===== src/rtl/ram_arb_pkg.sv =====
// ----------------------------------------------------------------------------
// ram_arb_pkg
// Shared definitions for the two-port register-bank arbiter:
//   - default bank geometry (word width, depth, address width)
//   - default maximum run of locked grants
//   - lock FSM state encoding (IDLE, LOCK0, LOCK1)
// Optional feature macro used by the design: ARB_LOCK_EN
// ----------------------------------------------------------------------------
package ram_arb_pkg;

  localparam int DEF_WIDTH    = 16;
  localparam int DEF_DEPTH    = 8;
  localparam int DEF_ADDR_W   = 3;
  localparam int DEF_MAX_LOCK = 4;

  typedef enum logic [1:0] {
    IDLE  = 2'd0,
    LOCK0 = 2'd1,
    LOCK1 = 2'd2
  } lock_state_e;

endpackage : ram_arb_pkg


===== src/rtl/ram8_bank.sv =====
// ----------------------------------------------------------------------------
// ram8_bank
// DEPTH x WIDTH register bank built from individual DFFs, each with its own
// load mux. Writes take effect at the rising edge where load = 1; reads are
// combinational, so a word written at edge k is visible right after edge k.
// Ports:
//   CLK   in   rising-edge clock
//   RST_N in   asynchronous active-low reset, clears every word to 0
//   load  in   write enable for the word selected by addr
//   addr  in   word address (ADDR_W bits)
//   din   in   write data (WIDTH bits)
//   dout  out  combinational read of the word selected by addr
// ----------------------------------------------------------------------------
module ram8_bank
  import ram_arb_pkg::*;
#(
  parameter int WIDTH  = DEF_WIDTH,
  parameter int DEPTH  = DEF_DEPTH,
  parameter int ADDR_W = DEF_ADDR_W
) (
  input  logic              CLK,
  input  logic              RST_N,
  input  logic              load,
  input  logic [ADDR_W-1:0] addr,
  input  logic [WIDTH-1:0]  din,
  output logic [WIDTH-1:0]  dout
);

  logic [WIDTH-1:0] words [DEPTH];

  genvar gi, gb;
  generate
    for (gi = 0; gi < DEPTH; gi++) begin : g_word
      logic word_sel;
      assign word_sel = load && (addr == ADDR_W'(gi));

      for (gb = 0; gb < WIDTH; gb++) begin : g_bit
        logic bit_q;

        // Load mux in front of every storage bit: recirculate unless selected.
        always_ff @(posedge CLK or negedge RST_N) begin
          if (!RST_N) begin
            bit_q <= 1'b0;
          end else begin
            bit_q <= word_sel ? din[gb] : bit_q;
          end
        end

        assign words[gi][gb] = bit_q;
      end
    end
  endgenerate

  assign dout = words[addr];

endmodule : ram8_bank


===== src/rtl/ram8_arbiter.sv =====
// ----------------------------------------------------------------------------
// ram8_arbiter
// Round-robin arbiter granting at most one access per cycle from two
// requesters (port 0 = CPU, port 1 = loader/debug) onto a shared ram8_bank.
// Reads return data one cycle after acceptance via registered responses.
// Optional feature macro: ARB_LOCK_EN -- when defined, a requester can hold
// the bank for up to MAX_LOCK consecutive grants using its lock input; when
// undefined the lock inputs are ignored and arbitration is pure round-robin.
// Ports:
//   CLK, RST_N                  clock, asynchronous active-low reset
//   reqN_valid/ready            request handshake (ready is combinational)
//   reqN_we/addr/wdata/lock     request attributes, held stable until ready
//   rspN_valid/rdata            one-cycle read response pulse / held data
//   busy_owner                  port that won the most recent grant
// ----------------------------------------------------------------------------
module ram8_arbiter
  import ram_arb_pkg::*;
#(
  parameter int WIDTH    = DEF_WIDTH,
  parameter int DEPTH    = DEF_DEPTH,
  parameter int ADDR_W   = DEF_ADDR_W,
  parameter int MAX_LOCK = DEF_MAX_LOCK
) (
  input  logic              CLK,
  input  logic              RST_N,
  input  logic              req0_valid,
  output logic              req0_ready,
  input  logic              req0_we,
  input  logic [ADDR_W-1:0] req0_addr,
  input  logic [WIDTH-1:0]  req0_wdata,
  input  logic              req0_lock,
  output logic              rsp0_valid,
  output logic [WIDTH-1:0]  rsp0_rdata,
  input  logic              req1_valid,
  output logic              req1_ready,
  input  logic              req1_we,
  input  logic [ADDR_W-1:0] req1_addr,
  input  logic [WIDTH-1:0]  req1_wdata,
  input  logic              req1_lock,
  output logic              rsp1_valid,
  output logic [WIDTH-1:0]  rsp1_rdata,
  output logic              busy_owner
);

  // rr_q names the port preferred when both request (0 -> port 0 first).
  logic             rr_q, rr_d;
  logic             busy_q, busy_d;
  logic             rsp0_valid_q, rsp0_valid_d;
  logic             rsp1_valid_q, rsp1_valid_d;
  logic [WIDTH-1:0] rsp0_rdata_q, rsp0_rdata_d;
  logic [WIDTH-1:0] rsp1_rdata_q, rsp1_rdata_d;

  logic              elig0, elig1;
  logic              gnt0, gnt1, xfer;
  logic              bank_load;
  logic [ADDR_W-1:0] bank_addr;
  logic [WIDTH-1:0]  bank_din, bank_dout;

`ifdef ARB_LOCK_EN
  localparam int LCNT_W = $clog2(MAX_LOCK + 1);

  lock_state_e       lock_state_q, lock_state_d;
  logic [LCNT_W-1:0] lcnt_q, lcnt_d;
`else
  // Lock inputs and MAX_LOCK have no function without the lock feature.
  logic unused_lock;
  assign unused_lock = req0_lock ^ req1_lock ^ (MAX_LOCK > 0);
`endif

  // --------------------------------------------------------------------------
  // Grant selection. Ready is forced low while reset is asserted so no
  // handshake can complete during reset.
  // --------------------------------------------------------------------------
  always_comb begin
    elig0 = req0_valid;
    elig1 = req1_valid;
`ifdef ARB_LOCK_EN
    // While locked, the other port is shut out even if the owner is idle.
    if (lock_state_q == LOCK0) elig1 = 1'b0;
    if (lock_state_q == LOCK1) elig0 = 1'b0;
`endif
    gnt0 = RST_N && elig0 && (!elig1 || !rr_q);
    gnt1 = RST_N && elig1 && !gnt0;
  end

  assign req0_ready = gnt0;
  assign req1_ready = gnt1;
  assign xfer       = gnt0 | gnt1;

  // --------------------------------------------------------------------------
  // Bank sequencing and next-state for arbitration / response registers.
  // --------------------------------------------------------------------------
  always_comb begin
    bank_addr = gnt1 ? req1_addr  : req0_addr;
    bank_din  = gnt1 ? req1_wdata : req0_wdata;
    bank_load = (gnt0 && req0_we) || (gnt1 && req1_we);

    // After any transfer the other port becomes preferred; this also yields
    // the forced hand-over when a lock run expires.
    rr_d   = xfer ? gnt0 : rr_q;
    busy_d = xfer ? gnt1 : busy_q;

    rsp0_valid_d = gnt0 && !req0_we;
    rsp1_valid_d = gnt1 && !req1_we;
    rsp0_rdata_d = rsp0_valid_d ? bank_dout : rsp0_rdata_q;
    rsp1_rdata_d = rsp1_valid_d ? bank_dout : rsp1_rdata_q;
  end

  always_ff @(posedge CLK or negedge RST_N) begin
    if (!RST_N) begin
      rr_q         <= 1'b0;
      busy_q       <= 1'b0;
      rsp0_valid_q <= 1'b0;
      rsp1_valid_q <= 1'b0;
      rsp0_rdata_q <= '0;
      rsp1_rdata_q <= '0;
    end else begin
      rr_q         <= rr_d;
      busy_q       <= busy_d;
      rsp0_valid_q <= rsp0_valid_d;
      rsp1_valid_q <= rsp1_valid_d;
      rsp0_rdata_q <= rsp0_rdata_d;
      rsp1_rdata_q <= rsp1_rdata_d;
    end
  end

`ifdef ARB_LOCK_EN
  // --------------------------------------------------------------------------
  // Lock FSM. lcnt counts grants in the current locked run, including the
  // grant that entered the lock, so a run is at most MAX_LOCK grants long.
  // --------------------------------------------------------------------------
  always_comb begin
    lock_state_d = lock_state_q;
    lcnt_d       = lcnt_q;
    case (lock_state_q)
      IDLE: begin
        // With MAX_LOCK <= 1 the entering grant already exhausts the run.
        if (gnt0 && req0_lock && (MAX_LOCK > 1)) begin
          lock_state_d = LOCK0;
          lcnt_d       = LCNT_W'(1);
        end else if (gnt1 && req1_lock && (MAX_LOCK > 1)) begin
          lock_state_d = LOCK1;
          lcnt_d       = LCNT_W'(1);
        end
      end
      LOCK0: begin
        if (gnt0) begin
          if (!req0_lock || (lcnt_q == LCNT_W'(MAX_LOCK - 1))) begin
            lock_state_d = IDLE;
          end else begin
            lcnt_d = lcnt_q + LCNT_W'(1);
          end
        end
      end
      LOCK1: begin
        if (gnt1) begin
          if (!req1_lock || (lcnt_q == LCNT_W'(MAX_LOCK - 1))) begin
            lock_state_d = IDLE;
          end else begin
            lcnt_d = lcnt_q + LCNT_W'(1);
          end
        end
      end
      default: lock_state_d = IDLE;
    endcase
  end

  always_ff @(posedge CLK or negedge RST_N) begin
    if (!RST_N) begin
      lock_state_q <= IDLE;
      lcnt_q       <= '0;
    end else begin
      lock_state_q <= lock_state_d;
      lcnt_q       <= lcnt_d;
    end
  end
`endif

  ram8_bank #(
    .WIDTH  (WIDTH),
    .DEPTH  (DEPTH),
    .ADDR_W (ADDR_W)
  ) u_bank (
    .CLK   (CLK),
    .RST_N (RST_N),
    .load  (bank_load),
    .addr  (bank_addr),
    .din   (bank_din),
    .dout  (bank_dout)
  );

  assign rsp0_valid = rsp0_valid_q;
  assign rsp1_valid = rsp1_valid_q;
  assign rsp0_rdata = rsp0_rdata_q;
  assign rsp1_rdata = rsp1_rdata_q;
  assign busy_owner = busy_q;

endmodule : ram8_arbiter


===== config.mk =====
export PLATFORM = sky130hd
export DESIGN_NAME = ram8_arbiter
export DESIGN_NICKNAME = d
export VERILOG_FILES = /design/src/rtl/ram_arb_pkg.sv /design/src/rtl/ram8_bank.sv /design/src/rtl/ram8_arbiter.sv
export SDC_FILE = /design/constraint.sdc
export NUM_CORES = 1
export LEC_CHECK = 0
export ABC_AREA = 1
export BUFFER_PORTS_ARGS = -buffer_cell sky130_fd_sc_hd__buf_2
export CORE_AREA = 2 2 112 157
export CTS_BUF_LIST = sky130_fd_sc_hd__clkbuf_4 sky130_fd_sc_hd__clkbuf_8 sky130_fd_sc_hd__clkbuf_16
export DETAILED_ROUTE_END_ITERATION = 8
export DIE_AREA = 0 0 114 159
export PLACE_DENSITY = 0.68
export SYNTH_ARGS = -nofsm -noshare
export SYNTH_HDL_FRONTEND = slang
export SYNTH_SLANG_ARGS = --single-unit
export TNS_END_PERCENT = 1

===== constraint.sdc =====
create_clock -name CLK -period 1.8 [get_ports CLK]
set_input_delay 0.18 -clock CLK [delete_from_list [all_inputs] [get_ports CLK]]
set_output_delay 0.18 -clock CLK [all_outputs]
set_load 0.02 [all_outputs]

; ---- Word-level counts from Yosys, hierarchy flattened
; Index checks and enable logic that the tools add are counted.
[word_totals]
regBits = 164
in_bits = 46
[classes]
order_cmp = 1
eq_ne = 7
muxes = 5
bitwise = 2
n_reduce_logical = 24
[op_table]
columns = cell, n
row1 = binary-select mux 16 bit (select 3 bit), 1
row2 = two-way mux 16 bit, 3
row3 = logical AND 1 bit, 16
row4 = "equality test 3 bit, second input constant", 4
row5 = "equality test 3 x 2 -> 1 bit, second input constant", 2
row6 = zero test 1 bit, 5
row7 = "greater-or-equal comparator 4 bit, second input constant", 1
row8 = NOT 3 -> 4 bit, 1
row9 = "equality test 3 x 1 -> 1 bit, second input constant", 1
row10 = zero test 3 bit, 1
row11 = two-way mux 3 bit, 1
row12 = logical OR 1 bit, 2
row13 = OR 1 bit, 1

; ---- Logic depth before layout (Yosys ltp)
; Gate-level depths: netlist of run 1.
[logic_depth]
ltp_word = 10
depth_mapped = 14
ltp_nobuf = 12

; ---- Cells and area by module
; Synthesis of run 1 repeated with hierarchy kept, for this count alone.
[unflattened]
hier_cells = 1024
area_unflattened_um2 = 7698.6
[by_module_without_submodules]
columns = mod, instances, cells_each, area_per_inst_um2, seq_area_each_um2
row1 = ram8_bank, 1, 803, 5977.0, 3203.1
row2 = ram8_arbiter, 1, 221, 1721.7, 900.9

; ---- Least setup slack after synthesis of run 1
; Ideal clock, no wire load.
[synth_path]
path_type = reg2reg
start = register rr_q
end = register u_bank.g_word[1].g_bit[0].bit_q
setup_ns = 0.121
arrival_time_ns = 1.570
setup_slack_ns = 0.110
path_stages_with_launch = 12
n_path_buf = 3
period_less_slack_ns = 1.690
cell_sequence = dfrtp_1 -> nand2_1 -> nand2_4 -> nand2_4 -> buf_6 -> nand2_2 -> o21ai_4 -> nand2_4 -> buf_6 -> buf_6 -> o21ai_1 -> nand2_1
[synth_via]
elab_chain_len = 8
[synth_rtl]
columns = item, line_no
row1 = from (decl), ram8_arbiter.sv:46  ; logic rr_q, rr_d;
row2 = from (signal assigned), ram8_arbiter.sv:118  ; rr_q <= rr_d;
row3 = zero test 1 bit *, ram8_arbiter.sv:82  ; gnt0 = RST_N && elig0 && (!elig1 || !rr_q);
row4 = logical OR 1 bit *, ram8_arbiter.sv:82
row5 = logical AND 1 bit *, ram8_arbiter.sv:82
row6 = zero test 1 bit, ram8_arbiter.sv:83  ; gnt1 = RST_N && elig1 && !gnt0;
row7 = logical AND 1 bit, ram8_arbiter.sv:83
row8 = two-way mux 3 bit or logical AND 1 bit (tied branches), "ram8_arbiter.sv:94, ram8_arbiter.sv:96"
row9 = equality test 3 x 1 -> 1 bit or logical OR 1 bit (tied branches), "ram8_bank.sv:35, ram8_arbiter.sv:96"
row10 = logical AND 1 bit, ram8_bank.sv:35  ; assign word_sel = load && (addr == ADDR_W'(gi));
row11 = to (signal assigned), ram8_bank.sv:45  ; bit_q <= word_sel ? din[gb] : bit_q;
row12 = to (decl), ram8_bank.sv:38  ; logic bit_q;
; Mark *: on every way between the ends. The rest lies on a longest branch, timed or not.
; A chain may end at the register's enable or synchronous reset.

; ---- Worst setup path after layout of run 1
[layout_path]
start = register rr_q
end = register u_bank.g_word[0].g_bit[14].bit_q
[layout_via]
elab_chain_len = 8
[layout_rtl]
columns = item, line_no
row1 = zero test 1 bit *, ram8_arbiter.sv:82
row2 = logical OR 1 bit *, ram8_arbiter.sv:82
row3 = logical AND 1 bit *, ram8_arbiter.sv:82
row4 = zero test 1 bit, ram8_arbiter.sv:83
row5 = logical AND 1 bit, ram8_arbiter.sv:83
row6 = two-way mux 3 bit or logical AND 1 bit (tied branches), "ram8_arbiter.sv:94, ram8_arbiter.sv:96"
row7 = zero test 3 bit or logical OR 1 bit (tied branches), "ram8_bank.sv:35, ram8_arbiter.sv:96"
row8 = logical AND 1 bit, ram8_bank.sv:35
row9 = to (signal assigned), ram8_bank.sv:45
row10 = to (decl), ram8_bank.sv:38
; Marks and branches as above.

==> results of run 1 <==
==> area by class of cell <==
class	count	area, um^2
Fill cell	1460	6140
Sequential cell	164	4100
Multi-Input combinational cell	851	3980
Clock buffer	20	460
Inverter	13	62.6
Tap cell	203	254
Clock inverter	11	221
Timing Repair Buffer	172	1460
==> path summary, 6_finish.rpt <==
kind                                                          to  depth (start not counted)      startpoint  slack, ps
worst min-delay path                                        rr_q                          4           RST_N         50
worst max register to register  u_bank.g_word[0].g_bit[14].bit_q                         12            rr_q         -2
min in group asynchronous                             busy_owner                          3           RST_N        340
worst max-delay path            u_bank.g_word[0].g_bit[14].bit_q                         12            rr_q         -2
worst min register to register                    rsp0_rdata[10]                          2  rsp0_rdata[10]        470
max in group asynchronous        u_bank.g_word[4].g_bit[4].bit_q                          4           RST_N        230
==> sequential cells by signal (all words and copies together) (netlist names) <==
register,cells
rsp0_rdata,16
rsp1_rdata,16
busy_owner,1
rsp0_valid,1
rr_q,1
u_bank.g_word.g_bit.bit_q,128
rsp1_valid,1
==> synthesized netlist by cell type (all sizes together) <==
cell type | number | share of area
dfrtp | 164 | 0.50
nand2 | 578 | 0.27
a22oi | 1 | 0.0015
nand3 | 131 | 0.080
nor2 | 10 | 0.012
o21a | 1 | 0.00091
o21ai | 130 | 0.082
buf | 42 | 0.037
clkbuf | 25 | 0.011
inv | 13 | 0.0065
==> per-layer routing <==
layer,GRT usage,up-vias,wire [um],part of all wire
met1,0.375,3833,10700,0.40
met4,0.116,0,621,0.023
met2,0.492,391,13100,0.49
met3,0.0582,56,2100,0.079
met5,0,-,0,0
li1,-,3762,-,-
==> worst reg2reg max path: cells and delay by family (launching register included) <==
kind	cells	cell delay, ps
and+or+nand+nor	7	660
buffers and inverters	4	440
DFF	1	390
AOI/OAI and AO/OA	1	200
==> power groups by stage <==
| stage | clock, mW | sequential, mW | combinational, mW |
|---|---|---|---|
| floorplan | 0 | 5.49 | 1.83 |
| global placement | 0 | 5.33 | 3.06 |
| detailed placement | 0 | 5.37 | 3.13 |
| CTS | 4.25 | 5.31 | 3.19 |
| global route | 4.41 | 5.43 | 3.77 |
| finish | 4.22 | 5.33 | 3.37 |
==> layout by cell type, fill, tap and decap left out, types with 2 or more instances in the layout <==
cell / instances
buf_12: 22
buf_2: 78
buf_4: 50
buf_6: 19
buf_8: 2
bufinv_16: 6
clkbuf_16: 17
clkbuf_8: 2
clkinvlp_4: 2
dfrtp_1: 164
inv_1: 6
inv_2: 3
inv_4: 2
inv_6: 2
nand2_1: 540
nand2_2: 31
nand2_4: 4
nand2_8: 3
nand3_1: 91
nand3_2: 40
nor2_4: 8
o21ai_0: 7
o21ai_1: 121
o21ai_4: 2
==> kinds of logic (layout without fill, tap and decap cells) <==
family,count (synthesis),count (layout),share of synthesized area
buffers and inverters,80,216,0.0549
DFF,164,164,0.499
AOI/OAI and AO/OA,132,132,0.0842
and+or+nand+nor,719,719,0.362
==> timing repair <==
item	4_1_cts	5_1_grt
setup buffers	12	5
endpoints found under the hold margin	38	0
setup endpoints to repair	158	161
gates resized for setup	9	89
hold buffers	1	0
pin swaps	8	46
==> stage by stage <==
stage                     area [um^2]  instances  setup TNS, ps
after floorplan                  8230       1095              0
after global placement           9270       1385         -11670
after detailed placement         9270       1385         -15630
after CTS                       10100       1429          -1660
after global routing            10500       1434          -5540
final                           10500       1434          -1.76
==> impl_metrics.yaml, run 1 <==
run_status:
  status: "complete, but fails checks"
  violations: "setup timing"
floorplanning:
  die_y_um: 159
  io_pins: 83
  die-area_um2: 18100
  rows: 56
  core_um2: 16700
  fp.dieW_um: 114
  initial_utilization: 0.494
cts:
  cts_made_buffers: 17
  h-tree-depth: 4
  cts_buffer_depth: 2
  root_buffer: "clkbuf_16"
  clk_latency_ps: 430
  cts_tree: "built"
  clock-sinks: 164
  clk_pin_slew_ps: 60
synthesis:
  syn_inst: 1095
  mappedNetlistArea_um2: 8230
  ys_types: 22
  syn_nets: 1141
  yosysWarnings: 0
  yosysSeqAreaShare: 0.499
  postSynthAreaPerCell_um2: 7.52
  synth_seq_cells: 164
worst_setup_path:
  path_cells: "nand2_2 -> nand2_4 -> nand2_8 -> buf_12 -> inv_4 -> a22oi_2 -> inv_2 -> nand2_8 -> nor2_4 -> buf_12 -> nand2_1 -> nand2_1"
  cp_max_fo: 10
  crit_type: "flip-flop to flip-flop"
  startpoint_type: "flip-flop"
  arrival_ps: 2110
  critPathMaxStageDelay_ps: 390
  cp-end-kind: "flip-flop"
  cp.buffers_inverters: 4
  cp_slowest_cell: "dfrtp_1"
  cp_top_family: "simple AND/OR/NAND/NOR gates"
  crit_required_ps: 2110
grt:
  grt_overflow: 0
  grt_pass1_vias: 7745
  grt_pass1_wl_mm: 41.4
  antenna_found_initial: 0
  groute.usage.overall: 0.295
  grt_start_max_net_pins: 65
sta:
  relSlewSlack: 0.453
  min_period_over_period: 1.00
  worst_slack_ps: -1.76
  drv_slew: 0
  hold_ws_ps: 46.2
  hold_violations: 0
  setup_viol: 1
  rsz0062_at_grt: "yes"
  fmax_mhz: 555
  finalClockSkew_ps: 10.6
  fin_crit_ps: 1800
  tightest_slew_ps: 821
detailed_routing:
  drtIter0Drc: 651
  viasPerCell: 5.61
  postRouteAntennaNets: 0
  route.detailed.drc: 0
  num_vias: 8042
  wl_per_cell_um: 18.4
  firstDrtPassIters: 5
  drt_wl_total_mm: 26.4
finish:
  drive_above_1_share: 0.243
  nets: 1265
  diodes: 0
  syn_to_final_growth_pct: 28.0
  utilization: 0.632
placement:
  pre_cts_ws_ps: -208
  gp_congestion: 0.854
  port_buffers: 80
  place_hpwl_mm: 17.0
power:
  sequentialPowerShare: 0.413
  p_leak_nw: 5.60
  p_clk_frac: 0.327
  p_int_mw: 8.72
  switching_share: 0.326
  ir_worst_vdd_mv: 0.654
  power_density_nw_per_um2: 1230
  p_total_mw: 12.9
  p_sw_mw: 4.21
  combinationalPowerShare: 0.260
worst_hold_path:
  hp-class: "input pin to flip-flop"
flow_run:
  cap_violations: 0
Power figures use the tool's default switching activity.
==> run 2: changes to the inputs <==
- SLEW_MARGIN: default -> 20
- clock period: 1.8 -> 2.24 ns (I/O delays scaled with it)
==> impl_metrics.yaml, run 2 (synthesis gave the netlist of run 1 again) <==
run_status:
  status: "finished clean"
floorplanning:
  initial_utilization: 0.494
  fp.dieW_um: 114
  io_pins: 83
  rows: 56
  die-area_um2: 18100
  die_y_um: 159
  core_um2: 16700
sta:
  tightest_slew_ps: 933
  min_period_over_period: 0.959
  finalClockSkew_ps: 9.98
  drv_slew: 0
  hold_violations: 0
  relSlewSlack: 0.378
  setup_viol: 0
  rsz0062_at_grt: "yes"
  fmax_mhz: 466
  fin_crit_ps: 2150
grt:
  grt_pass1_wl_mm: 39.4
  grt_start_max_net_pins: 83
  grt_pass1_vias: 7352
  antenna_found_initial: 0
  groute.usage.overall: 0.278
  grt_overflow: 0
finish:
  nets: 1214
  largest-register: "u_bank.g_word.g_bit.bit_q"
  finalInstanceArea_um2: 9490
  largest_reg_flops: 128
  drive_above_1_share: 0.155
  diodes: 0
  n_fill_cell: 1619
  final-instance-count-excl-fill: 1384
  mostFrequentLayoutCells: "nand2_1, dfrtp_1, nand3_1"
  syn_to_final_growth_pct: 15.2
  final_common_cell: "nand2_1"
  seq_area_um2: 4100
  multi_input_area_um2: 3690
cts:
  root_buffer: "clkbuf_16"
  h-tree-depth: 4
  cts_made_buffers: 17
  clk_pin_slew_ps: 70
  clock-sinks: 164
  clk_latency_ps: 430
  cts_buffer_depth: 2
  cts_tree: "built"
power:
  power_density_nw_per_um2: 1000
  p_leak_nw: 5.11
  ir_worst_vdd_mv: 0.491
worst_hold_path:
  hp-class: "input pin to async pin"
detailed_routing:
  num_vias: 7554
  route.detailed.drc: 0
  postRouteAntennaNets: 0
  drtIter0Drc: 649
  drt_wl_total_mm: 24.3
  viasPerCell: 5.46
  firstDrtPassIters: 5
  wl_per_cell_um: 17.5
placement:
  place_hpwl_mm: 15.3
  placed_area_um2: 8850
  gp_congestion: 0.841
  port_buffers: 80
  dp_cells: 1348
worst_setup_path:
  crit_required_ps: 2610
  arrival_ps: 2520
  crit_type: "flip-flop to flip-flop"
  cp-end-kind: "flip-flop"
  cp_max_fo: 16
  startpoint_type: "flip-flop"
flow_run:
  cap_violations: 0
-- run 2: changes by cell type in the layout (fill, tap and decap cells not counted), moves of 2 or more --
cell	previous run	this run
buf_8	2	0
nand2_2	31	8
buf_12	22	7
nand3_1	91	130
nand2_4	4	2
inv_6	2	5
nand2_1	540	566
buf_4	50	32
buf_6	19	2
nand3_2	40	1
bufinv_16	6	1
-- run 2: layer usage --
metal  part of all wire  track usage  wire [um]
met5                  0            0          0
met4              0.026       0.0987        637
met3              0.071       0.0461       1710
met2               0.49        0.451      11800
met1               0.42        0.378      10100
-- run 2: per-stage QoR --
step	total power [mW]	hold WS (ps)	setup TNS, ps	util	setup WS [ps]
after global placement	6.60	159	0	0.531	102
after detailed placement	6.67	163	0	0.531	54.4
after floorplan	5.88	-71.6	0	-	550
after CTS	9.53	44.4	0	0.566	1.39
final	9.51	5.11	0	0.569	92.1
after global routing	10.1	99.4	-27.8	0.569	-15.6
-- run 2: where the power goes --
group          switching (mW)  leakage [nW]  total [mW]  internal (mW)
combinational            1.56          2.72        2.40          0.844
sequential              0.418          2.11        4.25           3.83
clock                    1.26         0.285        2.87           1.61
total                    3.23          5.11        9.51           6.28
-- run 2: layout make-up --
class / count / share of cell area
sequential: 164 / 0.433
inverter: 13 / 0.00567
timing repair buffer: 121 / 0.0852
clock buffer: 20 / 0.0479
multi-input combinational: 851 / 0.389
tap: 203 / 0.0268
clock inverter: 12 / 0.0127
-- run 2: worst max-delay path, stage by stage, from the launching register on --
cell	delay (ps)
dfrtp_1	350
nand2_1	90
nand2_4	150
nand2_8	100
o21ai_4	390
nand2_2	250
nor2_4	550
nand2_1	110
nand2_1	90
-- run 2: what timing repair did --
item	in CTS	in global routing
setup endpoints to repair	1	80
pin swaps	1	3
hold buffers	1	0
endpoints found under the hold margin	11	0
resized for setup	0	2
setup buffers	0	3
-- run 2: path summary, 6_finish.rpt --
check | start | to | slack (ps) | depth (start not counted)
setup / recovery | rr_q | u_bank.g_word[0].g_bit[5].bit_q | 90 | 8
hold / removal | RST_N | u_bank.g_word[3].g_bit[7].bit_q | 5 | 2
setup reg to reg | rr_q | u_bank.g_word[0].g_bit[5].bit_q | 90 | 8
hold reg to reg | rsp0_rdata[4] | rsp0_rdata[4] | 480 | 2
max in group asynchronous | RST_N | u_bank.g_word[4].g_bit[0].bit_q | 1020 | 4
min in group CLK | RST_N | rr_q | 90 | 4
